`src/rtl/omok_pkg.sv`:
```
// Shared OMOK definitions: board geometry, cursor width, put FSM states,
// direction/button indices and a cursor step helper. Also used by the board
// and display blocks.
package omok_pkg;

  localparam int MAP_DIM = 10;
  localparam int CELLS   = MAP_DIM * MAP_DIM;
  localparam int POS_W   = 8;
  localparam int IDX_W   = $clog2(CELLS);

  localparam logic [POS_W-1:0] HOME_POS = 8'd44;

  typedef enum logic {
    ST_IDLE = 1'b0,
    ST_REQ  = 1'b1
  } put_state_e;

  // Direction indices double as priority order (lower index wins).
  localparam logic [1:0] DIR_RIGHT = 2'd0;
  localparam logic [1:0] DIR_LEFT  = 2'd1;
  localparam logic [1:0] DIR_UP    = 2'd2;
  localparam logic [1:0] DIR_DOWN  = 2'd3;
  localparam int         NUM_DIR   = 4;

  localparam int BTN_PUT  = 4;
  localparam int BTN_UNDO = 5;
  localparam int NUM_BTN  = 6;

  // One cursor step in the given direction; stays put at the board edge.
  function automatic logic [POS_W-1:0] step_pos(input logic [POS_W-1:0] pos,
                                                input logic [1:0]       dir);
    int p;
    int row;
    int col;
    p   = int'(pos);
    row = p / MAP_DIM;
    col = p % MAP_DIM;
    step_pos = pos;
    case (dir)
      DIR_RIGHT: if (col != MAP_DIM - 1) step_pos = POS_W'(p + 1);
      DIR_LEFT:  if (col != 0)           step_pos = POS_W'(p - 1);
      DIR_UP:    if (row != 0)           step_pos = POS_W'(p - MAP_DIM);
      DIR_DOWN:  if (row != MAP_DIM - 1) step_pos = POS_W'(p + MAP_DIM);
      default:   step_pos = pos;
    endcase
  endfunction

endpackage

```
`src/rtl/btn_debounce.sv`:
```
// Button conditioner: 2-flop synchronizer, consecutive-cycle debounce counter,
// debounced level and a one-cycle pulse on its rising edge.
module btn_debounce #(
  parameter int DB_W     = 20,
  parameter int DB_LIMIT = 500000
) (
  input  logic clk,
  input  logic rst,
  input  logic btn_i,
  output logic level_o,
  output logic rise_o
);

  localparam logic [DB_W-1:0] LIMIT_M1 = DB_W'(DB_LIMIT - 1);

  logic [1:0]      sync_q;
  logic            stable_q, stable_d;
  logic            rise_q, rise_d;
  logic [DB_W-1:0] cnt_q, cnt_d;

  // Count cycles the synced input disagrees with the accepted level; flip on the last one.
  always_comb begin
    cnt_d    = cnt_q;
    stable_d = stable_q;
    rise_d   = 1'b0;
    if (sync_q[1] == stable_q) begin
      cnt_d = '0;
    end else if (cnt_q == LIMIT_M1) begin
      cnt_d    = '0;
      stable_d = ~stable_q;
      rise_d   = ~stable_q;
    end else begin
      cnt_d = cnt_q + 1'b1;
    end
  end

  // Synchronizer and debounce state registers.
  always_ff @(posedge clk or posedge rst) begin
    if (rst) begin
      sync_q   <= '0;
      stable_q <= 1'b0;
      rise_q   <= 1'b0;
      cnt_q    <= '0;
    end else begin
      sync_q   <= {sync_q[0], btn_i};
      stable_q <= stable_d;
      rise_q   <= rise_d;
      cnt_q    <= cnt_d;
    end
  end

  assign level_o = stable_q;
  assign rise_o  = rise_q;

endmodule

```
`src/rtl/omok_input_ctrl.sv`:
```
// OMOK input front end: debounced buttons -> bounded cursor moves, put request
// with valid/ready handshake, put reject pulse and undo pulse.
// Optional macro AUTO_REPEAT_EN adds hold-to-repeat on direction buttons.
//
// Put FSM:
//   state   | meaning
//   ST_IDLE | no request pending; put presses are checked against the board
//   ST_REQ  | put_valid high, put_pos frozen until put_ready is sampled
module omok_input_ctrl
  import omok_pkg::*;
#(
  parameter int DB_W          = 20,
  parameter int DB_LIMIT      = 500000,
  parameter int REPEAT_DELAY  = 16500000,
  parameter int REPEAT_PERIOD = 5000000
) (
  input  logic             clk,
  input  logic             rst,
  input  logic             btn_left,
  input  logic             btn_right,
  input  logic             btn_up,
  input  logic             btn_down,
  input  logic             btn_put,
  input  logic             btn_undo,
  input  logic [CELLS-1:0] board_state,
  input  logic             game_over,
  output logic [POS_W-1:0] cur_pos,
  output logic             put_valid,
  output logic [POS_W-1:0] put_pos,
  input  logic             put_ready,
  output logic             put_reject,
  output logic             undo_pulse
);

  logic [NUM_BTN-1:0] btn_raw, db_level, db_rise;
  logic [NUM_DIR-1:0] rep_ev, mv_ev;

  put_state_e       state_q, state_d;
  logic [POS_W-1:0] cur_pos_q, cur_pos_d;
  logic [POS_W-1:0] put_pos_q, put_pos_d;
  logic             put_reject_q, put_reject_d;
  logic [1:0]       dir_sel;
  logic             occupied;

  assign btn_raw = {btn_undo, btn_put, btn_down, btn_up, btn_left, btn_right};

  for (genvar i = 0; i < NUM_BTN; i++) begin : g_db
    btn_debounce #(
      .DB_W    (DB_W),
      .DB_LIMIT(DB_LIMIT)
    ) u_db (
      .clk    (clk),
      .rst    (rst),
      .btn_i  (btn_raw[i]),
      .level_o(db_level[i]),
      .rise_o (db_rise[i])
    );
  end

`ifdef AUTO_REPEAT_EN
  localparam int               REP_W         = $clog2(REPEAT_DELAY + 1);
  localparam logic [REP_W-1:0] REP_DELAY_M1  = REP_W'(REPEAT_DELAY - 1);
  localparam logic [REP_W-1:0] REP_PERIOD_M1 = REP_W'(REPEAT_PERIOD - 1);

  // Binding = {held, dir}: the highest-priority direction currently held.
  logic [2:0]       bind_now, bind_q;
  logic [REP_W-1:0] rep_cnt_q, rep_cnt_d;
  logic             unused_lvl;

  assign unused_lvl = ^db_level[BTN_UNDO:BTN_PUT];

  // Shared repeat timer: reload on binding change, fire and reload at terminal count.
  always_comb begin
    bind_now = 3'b000;
    if (db_level[DIR_RIGHT])     bind_now = {1'b1, DIR_RIGHT};
    else if (db_level[DIR_LEFT]) bind_now = {1'b1, DIR_LEFT};
    else if (db_level[DIR_UP])   bind_now = {1'b1, DIR_UP};
    else if (db_level[DIR_DOWN]) bind_now = {1'b1, DIR_DOWN};

    rep_ev    = '0;
    rep_cnt_d = rep_cnt_q - 1'b1;
    if (bind_now != bind_q) begin
      rep_cnt_d = REP_DELAY_M1;
    end else if (rep_cnt_q == '0) begin
      rep_cnt_d = REP_PERIOD_M1;
      if (bind_now[2]) rep_ev[bind_now[1:0]] = 1'b1;
    end
  end

  // Repeat binding and timer registers.
  always_ff @(posedge clk or posedge rst) begin
    if (rst) begin
      bind_q    <= 3'b000;
      rep_cnt_q <= '0;
    end else begin
      bind_q    <= bind_now;
      rep_cnt_q <= rep_cnt_d;
    end
  end
`else
  // Repeat timing has no meaning without the repeat logic; levels are not needed either.
  localparam int unused_rep_cfg = REPEAT_DELAY + REPEAT_PERIOD;
  logic unused_lvl;
  assign unused_lvl = ^db_level;
  assign rep_ev     = '0;
`endif

  assign mv_ev    = db_rise[NUM_DIR-1:0] | rep_ev;
  assign occupied = board_state[cur_pos_q[IDX_W-1:0]];

  // Pick one direction by priority and step the cursor unless a put is pending.
  always_comb begin
    dir_sel = DIR_DOWN;
    if (mv_ev[DIR_RIGHT])     dir_sel = DIR_RIGHT;
    else if (mv_ev[DIR_LEFT]) dir_sel = DIR_LEFT;
    else if (mv_ev[DIR_UP])   dir_sel = DIR_UP;

    cur_pos_d = cur_pos_q;
    if ((|mv_ev) && (state_q != ST_REQ)) cur_pos_d = step_pos(cur_pos_q, dir_sel);
  end

  // Put FSM next state: request on a free cell, reject on occupied or game over.
  always_comb begin
    state_d      = state_q;
    put_pos_d    = put_pos_q;
    put_reject_d = 1'b0;
    case (state_q)
      ST_IDLE: begin
        if (db_rise[BTN_PUT]) begin
          if (!occupied && !game_over) begin
            state_d   = ST_REQ;
            put_pos_d = cur_pos_q;
          end else begin
            put_reject_d = 1'b1;
          end
        end
      end
      ST_REQ: begin
        if (put_ready) state_d = ST_IDLE;
      end
      default: state_d = ST_IDLE;
    endcase
  end

  // Cursor and put FSM registers.
  always_ff @(posedge clk or posedge rst) begin
    if (rst) begin
      state_q      <= ST_IDLE;
      cur_pos_q    <= HOME_POS;
      put_pos_q    <= '0;
      put_reject_q <= 1'b0;
    end else begin
      state_q      <= state_d;
      cur_pos_q    <= cur_pos_d;
      put_pos_q    <= put_pos_d;
      put_reject_q <= put_reject_d;
    end
  end

  assign cur_pos    = cur_pos_q;
  assign put_valid  = (state_q == ST_REQ);
  assign put_pos    = put_pos_q;
  assign put_reject = put_reject_q;
  assign undo_pulse = db_rise[BTN_UNDO];

endmodule

```
`config.mk`:
```
export PLATFORM = sky130hd
export DESIGN_NAME = omok_input_ctrl
export DESIGN_NICKNAME = d
export VERILOG_FILES = /design/src/rtl/omok_pkg.sv /design/src/rtl/btn_debounce.sv /design/src/rtl/omok_input_ctrl.sv
export SDC_FILE = /design/constraint.sdc
export NUM_CORES = 1
export LEC_CHECK = 0
export CAP_MARGIN = 20
export CORE_UTILIZATION = 56
export DETAILED_ROUTE_END_ITERATION = 12
export HOLD_SLACK_MARGIN = 0.15
export PLACE_DENSITY = 0.85
export SLEW_MARGIN = 20
export SYNTH_ARGS = -nofsm -noshare
export SYNTH_HDL_FRONTEND = slang
export SYNTH_SLANG_ARGS = --single-unit
```
`constraint.sdc`:
```
create_clock -name clk -period 7.1 [get_ports clk]
set_clock_uncertainty 0.1 [all_clocks]
set_input_delay 1.42 -clock clk [delete_from_list [all_inputs] [get_ports clk]]
set_output_delay 1.42 -clock clk [all_outputs]
set_load 0.01 [all_outputs]
```
==> impl_metrics.csv, run 1 <==
group,metric,value,unit
synth,ys_types,97,
layout,final_common_cell,"nor2_1",
synth,synthXorXnorAreaFrac,10.6,%
detailed_routing,drt_first_pass_iters,8,
grt,grt_start_max_net_pins,110,
detailed_routing,antenna_left,0,
sta,fin_ws,1.88,ns
synth,synth-seq-area-share,40.5,%
sta,drv_slew,0,
placed_design,post_dp_cell_area,11400,um^2
detailed_routing,drt_iter0_markers,656,
grt,grt_pass1_vias,8205,
hold_path,holdCritPathClass,"reg -> reg",
layout,final_util,68.6,%
critical_path,crit_type,"reg -> reg",
synth,synth_edf_count,0,
floorplanning,ios,129,
layout,stdcell_area,12000,um^2
grt,antenna_found_initial,0,
sta,finalSetupTns,0,ns
synth,syn_nets,1155,
grt,grt_overflow,0,
critical_path,endpoint_kind,"flop",
critical_path,arrival,5.43,ns
synth,synth_top_area_share,39.7,%
power_and_ir_drop,cellPowerDensity,167,nW/um^2
synth,synth_top_family_by_area,"simple AND/OR/NAND/NOR gates",
detailed_routing,avgRoutedWirePerCell,16.9,um
job,maxCapViolCount,0,
layout,layout_common_cells,"nor2_1 (179), dfrtp_1 (158), clkdlybuf4s50_1 (128)",
synth,synth_ff_type,"dfrtp_1",
synth,yosys.area_share.simple,22.0,%
placed_design,placed_cells,1340,
power_and_ir_drop,cellLeakagePower,0.00485,uW
placed_design,dp_hpwl,16000,um
power_and_ir_drop,vdd.ir_drop.worst,0.000199,V
synth,synthMuxAreaShare,9.41,%
detailed_routing,dr_total_vias,8190,
layout,stdcell_count,1372,
layout,drive_above_1_share,10.5,%
clock_tree,root_buffer,"clkbuf_16",
floorplanning,initial_utilization,57.6,%
sta,rsz0062_at_grt,"false",
clock_tree,ctsHoldBuffers,0,
outcome,status,"finished clean",
floorplanning,chipHeight,136,um
critical_path,cp.required,7.31,ns
clock_tree,cts_made_buffers,17,
critical_path,crit_fanout,28,
sta,hold_viol_final,0,
floorplanning,placementRows,48,
detailed_routing,viasPerCell,5.97,
clock_tree,cts.sinks,162,
grt,gr-usage-all-layers,26.6,%
synth,synthAdderAreaFrac,3.01,%
detailed_routing,drc_errors,0,
clock_tree,cts_setup_buffers,0,
layout,diodes,0,
clock_tree,cts_tree,"done",
floorplanning,core,17400,um^2
synth,netlist_area,10000,um^2
sta,tightest_slew,0.998,ns
clock_tree,clock_latency,0.43,ns
clock_tree,h-tree-depth,4,
clock_tree,cts_max_path_buffers,2,
placed_design,portBuffers,128,
placed_design,pre_cts_ws,1.98,ns
synth,synth_warnings,0,
clock_tree,cts_resized,0,
sta,setup_viol,0,
layout,area_growth,19.2,%
clock_tree,clkTransAtPathRegs,0.06,ns
synth,async_reset_ff_share,100,%
synth,synth_compound_area_share,10.7,%
placed_design,place_congestion,0.888,
detailed_routing,drt_wl_total,23200,um
grt,grt_pass1_wl,38700,um
layout,nNetsFinal,1266,
synth,synth.area.top_cells,"dfrtp_1 (40%), nor2_1 (6.7%), mux4_2 (5.6%), xnor2_1 (5.3%), xor2_1 (5.2%)",
synth,synth-seq-cells,162,
synth,syn-instance-count,1023,
sta,fin_crit,5.22,ns
critical_path,start_kind,"flop",
synth,avgSynthCellArea,9.80,um^2
floorplanning,fp.dieArea,18400,um^2
synth,synth_area_leader_cell,"dfrtp_1",
sta,slew_headroom,33.5,%
sta,max_freq,192,MHz
floorplanning,fp.dieW,136,um
sta,finalCritPeriodShare,73.5,%
-- worst max-delay path, stage by stage, from the launching register on --
cell and delay [ns]:
dfrtp_1 0.93, nor2_1 0.17, inv_1 0.11, ha_1 0.35, nand2b_2 0.28, o21ai_1 0.31
a32o_1 0.32, o21a_1 0.23, nand3_1 0.18, nor2_1 0.16, xnor2_1 0.18, inv_1 0.10
ha_1 0.21, o2111ai_1 0.23, nand4b_1 0.17, xnor2_1 0.24, o32ai_2 0.18, a21oi_4 0.32
mux2_4 0.32
-- metrics by stage --
stage	hold WS (ns)	power, uW
after floorplan	0.231	1010
final	0.249	2000
after CTS	0.251	2010
after global placement	0.234	1080
after detailed placement	0.235	1090
after global routing	0.258	2070
-- cells by family after synthesis --
| group | Yosys count |
|---|---|
| AOI/OAI and AO/OA | 141 |
| xor gates and xnor gates | 121 |
| adders and majority gates | 23 |
| buffers and inverters | 72 |
| DFF | 162 |
| muxes | 60 |
| and+or+nand+nor | 444 |
-- flip-flops by register name, indices dropped and copies added, names as in the netlist --
name               cells
g_db.u_db.sync_q      12
cur_pos                8
put_valid              1
put_pos                8
g_db.u_db.cnt_q      120
g_db.u_db.rise_o       6
put_reject             1
g_db.u_db.level_o      6
-- power breakdown --
group          leakage, uW  internal, uW  switching (uW)
Combinational      0.00234          74.4            49.8
Clock             0.000298           530             398
Sequential         0.00221           935            10.8
-- area by class of cell --
cell class / instances / area, um^2
fillers: 1304 / 5470
multi-input cells: 789 / 5580
clock buffers: 17 / 425
flip-flops and latches: 162 / 4060
clock inverters: 15 / 171
well taps: 225 / 282
inverters: 32 / 125
repair buffers: 132 / 1310
-- path summary, 6_finish.rpt --
| kind | startpoint | to | slack, ns | cells past startpoint |
|---|---|---|---|---|
| setup reg to reg | cur_pos[6]$_DFFE_PP0P_ | cur_pos[4]$_DFFE_PP0P_ | 1.88 | 18 |
| min in group asynchronous | rst | g_db[3].u_db.cnt_q[4]$_DFF_PP0_ | 1.49 | 2 |
| setup / recovery | cur_pos[6]$_DFFE_PP0P_ | cur_pos[4]$_DFFE_PP0P_ | 1.88 | 18 |
| hold reg to reg | g_db[1].u_db.sync_q[0]$_DFF_PP0_ | g_db[1].u_db.sync_q[1]$_DFF_PP0_ | 0.25 | 0 |
| max in group asynchronous | rst | g_db[2].u_db.cnt_q[7]$_DFF_PP0_ | 4.19 | 3 |
| hold / removal | g_db[1].u_db.sync_q[0]$_DFF_PP0_ | g_db[1].u_db.sync_q[1]$_DFF_PP0_ | 0.25 | 0 |
-- layer usage --
metal	GRT usage (%)	vias to the layer above	part of all wire, %
li1	-	3865	-
met1	32.7	4006	42
met2	46.4	265	51
met3	5.18	54	5.3
met4	9.43	0	2.4
met5	0	-	0
-- cells in the mapped netlist (4+ instances only) --
library cell	count
a31oi_1	6
buf_6	7
nor3_1	14
ha_1	20
and4_1	5
o21ai_0	21
dfrtp_1	159
xnor2_1	61
nand2b_1	5
mux4_2	25
nand2_1	66
clkbuf_8	5
a221oi_1	4
o22ai_1	7
o2111ai_1	4
nand4_1	30
nor2_1	179
or2_2	8
or3_1	13
o21bai_1	5
nor4_1	8
a21oi_1	35
inv_1	31
nor3b_1	4
xor2_1	60
o211ai_1	4
mux2_2	16
and3_1	17
buf_1	6
nor2b_1	11
mux2i_1	17
buf_2	9
a21o_1	5
clkbuf_1	10
o21ai_1	4
nand3_1	52
and3b_1	7
(Power assumes the default switching activity.)
==> inputs of run 2 (changes only) <==
==> constraint.sdc (replaced) <==
create_clock -name clk -period 5.4 [get_ports clk]
set_clock_uncertainty 0.1 [all_clocks]
set_input_delay 1.08 -clock clk [delete_from_list [all_inputs] [get_ports clk]]
set_output_delay 1.08 -clock clk [all_outputs]
set_load 0.01 [all_outputs]
==> run 2 against run 1 <==
Sequential share of layout area shrank 0.064 points. Cell count rose by 0.29%. Worst hold slack improved by 0.0034 ns. Core utilization increased by 0.13 points. Critical path depth stayed put. Sequential power up 31%. First-iteration DRC count grew 0.30%. Fmax up 10%. Flip-flop and latch count did not move. Cell area grew 0.19%. Critical path type unchanged. Critical endpoint unchanged. Largest cell class unchanged.
==> impl_metrics.csv, run 2 (synthesized netlist as in run 1, its figures left out) <==
group,metric,value,unit
outcome,status,"finished clean",
layout,nNetsFinal,1271,
clock_tree,cts_made_buffers,17,
detailed_routing,top_layer_used,"met4",
floorplanning,chipHeight,136,um
floorplanning,core,17400,um^2
floorplanning,fp.dieArea,18400,um^2
grt,grt_start_max_net_pins,131,
clock_tree,ctsHoldBuffers,0,
detailed_routing,drc_errors,0,
clock_tree,clock_latency,0.42,ns
critical_path,crit_fanout,11,
clock_tree,clkTransAtPathRegs,0.06,ns
detailed_routing,met1Wirelength,9580,um
power_and_ir_drop,cellPowerDensity,213,nW/um^2
critical_path,crit_buf_inv,2,
sta,hold_viol_final,0,
clock_tree,cts_max_path_buffers,2,
clock_tree,cts_setup_buffers,0,
layout,final_common_cell,"nor2_1",
hold_path,holdCritPathClass,"reg -> reg",
critical_path,critPathTopFamily,"compound AO/OA/AOI/OAI gates",
placed_design,dp_hpwl,16100,um
layout,layout_common_cells,"nor2_1 (179), dfrtp_1 (158), clkdlybuf4s50_1 (128)",
floorplanning,initial_utilization,57.6,%
detailed_routing,dr_total_vias,8086,
clock_tree,cts.sinks,162,
critical_path,arrival,4.92,ns
critical_path,crit_type,"reg -> reg",
sta,rsz0062_at_grt,"false",
sta,setup_viol,0,
detailed_routing,viasPerCell,5.88,
floorplanning,placementRows,48,
detailed_routing,dr_wl_met2,11500,um
sta,drv_slew,0,
placed_design,pre_cts_ws,0.728,ns
detailed_routing,antenna_left,0,
layout,largest_reg_flops,120,
sta,slew_headroom,36.0,%
critical_path,start_kind,"flop",
grt,grt_pass1_wl,37900,um
sta,finalSetupTns,0,ns
layout,multi_input_area,5580,um^2
power_and_ir_drop,vdd.ir_drop.worst,0.000216,V
layout,drive_above_1_share,10.9,%
grt,grt_pass1_vias,7885,
clock_tree,cts_tree,"done",
power_and_ir_drop,cellLeakagePower,0.00485,uW
layout,diodes,0,
critical_path,endpoint_kind,"flop",
layout,largest-register,"g_db.u_db.cnt_q",
clock_tree,h-tree-depth,4,
grt,gr-usage-all-layers,25.9,%
power_and_ir_drop,power.total,2550,uW
detailed_routing,drt_wl_total,22900,um
detailed_routing,avgRoutedWirePerCell,16.6,um
layout,area_growth,19.4,%
clock_tree,root_buffer,"clkbuf_16",
sta,fin_ws,0.676,ns
sta,tightest_slew,0.959,ns
floorplanning,ios,129,
layout,layout.area.seq,4060,um^2
detailed_routing,wl_met3,1350,um
sta,finalCritPeriodShare,87.5,%
critical_path,max_stage_delay,0.42,ns
critical_path,crit_path_cell_trace,"nor2_1 -> inv_1 -> ha_1 -> nand2b_2 -> o311a_1 -> or3_1 -> a31o_4 -> nand3_1 -> nor2_1 -> xnor2_1 -> inv_1 -> ha_1 -> o2111ai_1 -> a31oi_1 -> o2111ai_1 -> o32ai_2 -> a21oi_4 -> mux2_4",
sta,max_freq,212,MHz
sta,fin_crit,4.72,ns
grt,antenna_found_initial,0,
clock_tree,cts_resized,0,
critical_path,crit_slowest_cell,"ha_1",
placed_design,place_congestion,0.916,
grt,grt_overflow,0,
floorplanning,fp.dieW,136,um
critical_path,cp.required,5.60,ns
layout,fillers,1262,
placed_design,portBuffers,128,
job,maxCapViolCount,0,
detailed_routing,drt_iter0_markers,658,
detailed_routing,drt_first_pass_iters,5,
layout,top_regs,"g_db.u_db.cnt_q: 120 flops, g_db.u_db.sync_q: 12 flops",
run 2: layer usage:
layer | GRT usage [%] | vias up
li1 | - | 3862
met2 | 44.6 | 260
met5 | 0 | -
met4 | 8.61 | 0
met1 | 32.5 | 3929
met3 | 5.03 | 35
run 2: power breakdown:
part	switching, uW	total, uW	internal, uW	leakage (uW)
Combinational	64.3	163	98.6	0.00237
Clock	477	1150	670	0.000267
Sequential	14.4	1240	1230	0.00221
run 2: layout make-up:
type | instances | area share (%)
multi-input cells | 789 | 46.6
clock buffers | 20 | 3.90
flip-flops and latches | 162 | 33.9
well taps | 225 | 2.35
repair buffers | 137 | 11.4
inverters | 32 | 1.03
clock inverters | 11 | 0.867
run 2: worst register-to-register path, stage by stage, from the launching register on:
cell,delay (ns)
dfrtp_1,0.38
nor2_1,0.20
inv_1,0.08
ha_1,0.42
nand2b_2,0.28
o311a_1,0.36
or3_1,0.37
a31o_4,0.28
nand3_1,0.10
nor2_1,0.07
xnor2_1,0.23
inv_1,0.11
ha_1,0.22
o2111ai_1,0.23
a31oi_1,0.13
o2111ai_1,0.24
o32ai_2,0.17
a21oi_4,0.33
mux2_4,0.33
run 2: through the flow:
step / instance area [um^2] / hold WS (ns) / instances / util [%]
2_1_floorplan: 10000 / 0.231 / 1023 / -
3_3_place_gp: 11400 / 0.235 / 1345 / 65.5
3_5_place_dp: 11400 / 0.236 / 1345 / 65.5
4_1_cts: 12000 / 0.254 / 1376 / 68.7
5_1_grt: 12000 / 0.255 / 1376 / 68.7
6_report: 12000 / 0.252 / 1376 / 68.7
run 2: path summary, 6_finish.rpt:
path | start | end | slack [ns] | cells past startpoint
max in group asynchronous | rst | g_db[3].u_db.cnt_q[15]$_DFF_PP0_ | 3.09 | 3
min reg2reg | g_db[2].u_db.sync_q[0]$_DFF_PP0_ | g_db[2].u_db.sync_q[1]$_DFF_PP0_ | 0.25 | 0
min in group asynchronous | rst | g_db[1].u_db.cnt_q[3]$_DFF_PP0_ | 1.02 | 2
max reg2reg | cur_pos[6]$_DFFE_PP0P_ | cur_pos[4]$_DFFE_PP0P_ | 0.68 | 18
max | cur_pos[6]$_DFFE_PP0P_ | cur_pos[4]$_DFFE_PP0P_ | 0.68 | 18
min | g_db[2].u_db.sync_q[0]$_DFF_PP0_ | g_db[2].u_db.sync_q[1]$_DFF_PP0_ | 0.25 | 0
==> inputs of run 3 (changes only) <==
--- a/config.mk
+++ b/config.mk
@@ -6,11 +6,12 @@
 export NUM_CORES = 1
 export LEC_CHECK = 0
 export CAP_MARGIN = 20
-export CORE_UTILIZATION = 56
+export CORE_UTILIZATION = 57
 export DETAILED_ROUTE_END_ITERATION = 12
 export HOLD_SLACK_MARGIN = 0.15
-export PLACE_DENSITY = 0.85
+export PLACE_DENSITY = 0.86
 export SLEW_MARGIN = 20
 export SYNTH_ARGS = -nofsm -noshare
 export SYNTH_HDL_FRONTEND = slang
+export SYNTH_HIERARCHICAL = 1
 export SYNTH_SLANG_ARGS = --single-unit
==> run 3 against run 2 <==
Cell area up 4.3%. Clock-buffer cell count unchanged. Non-clock buffer count up 1. Power up 4.4%. Synthesized cell count down 1.8%. Cell count down 0.51%. Worst setup slack worse by 0.35 ns. Critical path depth up 2. Worst hold slack worse by 0.0013 ns. Global-route usage up 0.49 points. Highest routed layer unchanged.
==> impl_metrics.csv, run 3 <==
group,metric,value,unit
outcome,status,"finished clean",
floorplanning,placementRows,49,
clock_tree,root_buffer,"clkbuf_16",
synth,synth_top_family_by_area,"simple AND/OR/NAND/NOR gates",
floorplanning,initial_utilization,58.2,%
clock_tree,cts_max_path_buffers,2,
critical_path,r2r_end,"cur_pos[4]$_DFFE_PP0P_",
grt,grt_start_max_net_pins,30,
hold_path,hold_depth,0,
detailed_routing,dr_total_vias,8295,
synth,synth-seq-cells,162,
synth,ys_types,79,
placed_design,place_congestion,0.902,
sta,drv_slew,0,
layout,drive_above_1_share,14.6,%
power_and_ir_drop,pwr-share-comb,6.2,%
grt,grt_pass1_wl,39000,um
layout,layout_common_cells,"dfrtp_1 (158), nor2_1 (137), clkdlybuf4s50_1 (128)",
synth,netlist_area,10500,um^2
sta,finalCritPeriodShare,94.0,%
clock_tree,cts_tree,"done",
floorplanning,chipHeight,137,um
synth,synth_top_area_share,38.0,%
critical_path,crit_type,"reg -> reg",
detailed_routing,viasPerCell,6.06,
floorplanning,fp.dieW,137,um
layout,final_common_cell,"dfrtp_1",
detailed_routing,avgRoutedWirePerCell,17.4,um
sta,hold_viol_final,0,
hold_path,hp-start,"g_db[2].u_db/sync_q[0]$_DFF_PP0_",
critical_path,cp.required,5.61,ns
sta,tightest_slew,0.936,ns
critical_path,start_kind,"flop",
sta,finalSetupTns,0,ns
layout,top_regs,"g_db.u_db/cnt_q: 120 flops, g_db.u_db/sync_q: 12 flops",
synth,synth_area_leader_cell,"dfrtp_1",
power_and_ir_drop,p_switching,587,uW
layout,diodes,0,
power_and_ir_drop,clockPowerShare,47.0,%
synth,async_reset_ff_share,100,%
hold_path,holdCritPathClass,"reg -> reg",
synth,synthXorXnorAreaFrac,9.45,%
synth,yosysMostFrequentCell,"dfrtp_1",
grt,antenna_found_initial,0,
synth,synthMuxAreaShare,8.42,%
detailed_routing,antenna_left,0,
layout,area_growth,19.4,%
layout,largest_reg_flops,120,
floorplanning,core,18000,um^2
clock_tree,cts.sinks,162,
sta,slew_headroom,37.6,%
layout,final_util,69.5,%
placed_design,dp_hpwl,17100,um
synth,synth_commonest_cells,"dfrtp_1 (159), nor2_1 (137), xnor2_1 (94)",
critical_path,r2r_slack,0.32,ns
synth,synth_warnings,6,
detailed_routing,drc_errors,0,
clock_tree,h-tree-depth,4,
placed_design,portBuffers,128,
synth,syn-instance-count,1005,
synth,synth-seq-area-share,38.8,%
clock_tree,clkTransAtPathRegs,0.06,ns
detailed_routing,drt_iter0_markers,594,
hold_path,hold_path_end,"g_db[2].u_db/sync_q[1]$_DFF_PP0_",
synth,synth_ff_type,"dfrtp_1",
sta,setup_viol,0,
power_and_ir_drop,cellLeakagePower,0.00517,uW
layout,largest-register,"g_db.u_db/cnt_q",
synth,avgSynthCellArea,10.4,um^2
critical_path,ff2ff_path_depth,20,
clock_tree,cts_made_buffers,17,
power_and_ir_drop,vdd.ir_drop.worst,0.000239,V
sta,fin_crit,5.08,ns
detailed_routing,drt_first_pass_iters,7,
sta,max_freq,197,MHz
layout,nNetsFinal,1259,
sta,rsz0062_at_grt,"false",
power_and_ir_drop,cellPowerDensity,214,nW/um^2
floorplanning,ios,129,
detailed_routing,drt_wl_total,23900,um
power_and_ir_drop,seq_power_share,46.9,%
synth,synth.area.top_cells,"dfrtp_1 (38%), xnor2_1 (7.9%), mux4_2 (6.9%), nor2_1 (4.9%), nand4_4 (2.4%)",
critical_path,arrival,5.28,ns
critical_path,rr_startpoint,"cur_pos[5]$_DFFE_PP1P_",
critical_path,endpoint_kind,"flop",
power_and_ir_drop,netSwitchingFraction,22.0,%
clock_tree,ctsHoldBuffers,0,
grt,gr-usage-all-layers,26.4,%
synth,yosys.area_share.simple,26.1,%
critical_path,crit_fanout,7,
job,maxCapViolCount,0,
synth,synthAdderAreaFrac,2.78,%
power_and_ir_drop,p_int,2080,uW
grt,grt_pass1_vias,8197,
synth,syn_nets,1137,
clock_tree,clock_latency,0.43,ns
synth,synth_compound_area_share,10.8,%
synth,synth_edf_count,0,
grt,grt_overflow,0,
floorplanning,fp.dieArea,18900,um^2
## run 3: changes by cell type after synthesis, moves of 11 or more
cell     delta
xor2_1     -43
nor2_1     -42
nor3_1     +36
xnor2_1    +33
nand2_1    -20
and3_2     +17
a21oi_1    -14
a21o_1     +13
and4_1     +13
mux2i_1    -13
nand4_4    +12
nor4_1     +12
nor4_4     +12
nand4_1    -11
## run 3: kinds of logic after synthesis
kind of cell,count (synthesis)
simple gates,445
mux,46
flops,162
fa+ha+maj,22
xor+xnor,112
compound gates,144
buf+inv,74
## run 3: final cells by class
type | instances | area [um^2]
multi-input cells | 769 | 6020
fillers | 1344 | 5480
clock buffers | 20 | 447
well taps | 229 | 287
repair buffers | 138 | 1360
clock inverters | 12 | 170
inverters | 39 | 146
flip-flops and latches | 162 | 4060
## run 3: how the worst max path moves through the flow
stage,endpoint,start,cells after the start
after floorplan,cur_pos[4]$_DFFE_PP0P_,cur_pos[5]$_DFFE_PP1P_,21
after global routing,cur_pos[4]$_DFFE_PP0P_,cur_pos[5]$_DFFE_PP1P_,20
after detailed placement,cur_pos[4]$_DFFE_PP0P_,cur_pos[5]$_DFFE_PP1P_,19
final,cur_pos[4]$_DFFE_PP0P_,cur_pos[5]$_DFFE_PP1P_,20
after global placement,cur_pos[4]$_DFFE_PP0P_,cur_pos[6]$_DFFE_PP0P_,19
after CTS,cur_pos[4]$_DFFE_PP0P_,cur_pos[5]$_DFFE_PP1P_,19
## run 3: power by group through the flow
stage	Combinational (uW)	Clock [uW]	Sequential (uW)
2_1_floorplan	72.3	0	1270
3_3_place_gp	162	0	1270
3_5_place_dp	165	0	1270
4_1_cts	167	1280	1250
5_1_grt	182	1320	1250
6_report	164	1250	1250
## run 3: repair_timing
| item | CTS | global route |
|---|---|---|
| buffers inserted | 0 | 0 |
| hold endpoints to repair | 0 | 0 |
| endpoints found under the setup margin | 0 | 2 |
| resized for setup | 0 | 1 |
## run 3: per-stage QoR
step	cells	area, um^2	setup WS [ns]	power [uW]	hold WS, ns
after floorplan	1005	10500	0.655	1340	0.231
after global placement	1337	11900	0.531	1430	0.234
after detailed placement	1337	11900	0.422	1440	0.236
after CTS	1369	12500	0.390	2690	0.251
after global routing	1369	12500	0.0212	2750	0.254
final	1369	12500	0.325	2670	0.251
## run 3: per-layer routing
layer  wire (um)  share of wire [%]  track usage [%]  vias up
met5           0                  0                0        -
met4         376                1.6             7.45        0
met2       12000                 50             46.2      246
met3        1440                6.0             5.04       39
met1       10100                 42             33.0     4084
li1            -                  -                -     3926
## run 3: critical path, cell delays in order, from the launching register on
cell and delay, ns:
dfstp_2 0.52, or2_1 0.19, ha_1 0.28, nor2b_1 0.33
nor3_1 0.14, a2111oi_0 0.34, buf_4 0.21, mux2_2 0.17
nand2_1 0.11, a21oi_2 0.35, xnor2_1 0.15, ha_1 0.24
nor2_1 0.11, o21ai_0 0.10, a221oi_1 0.32, a211oi_1 0.13
a21oi_1 0.18, xor2_1 0.26, a211oi_4 0.10, a21oi_4 0.30
mux2_4 0.33
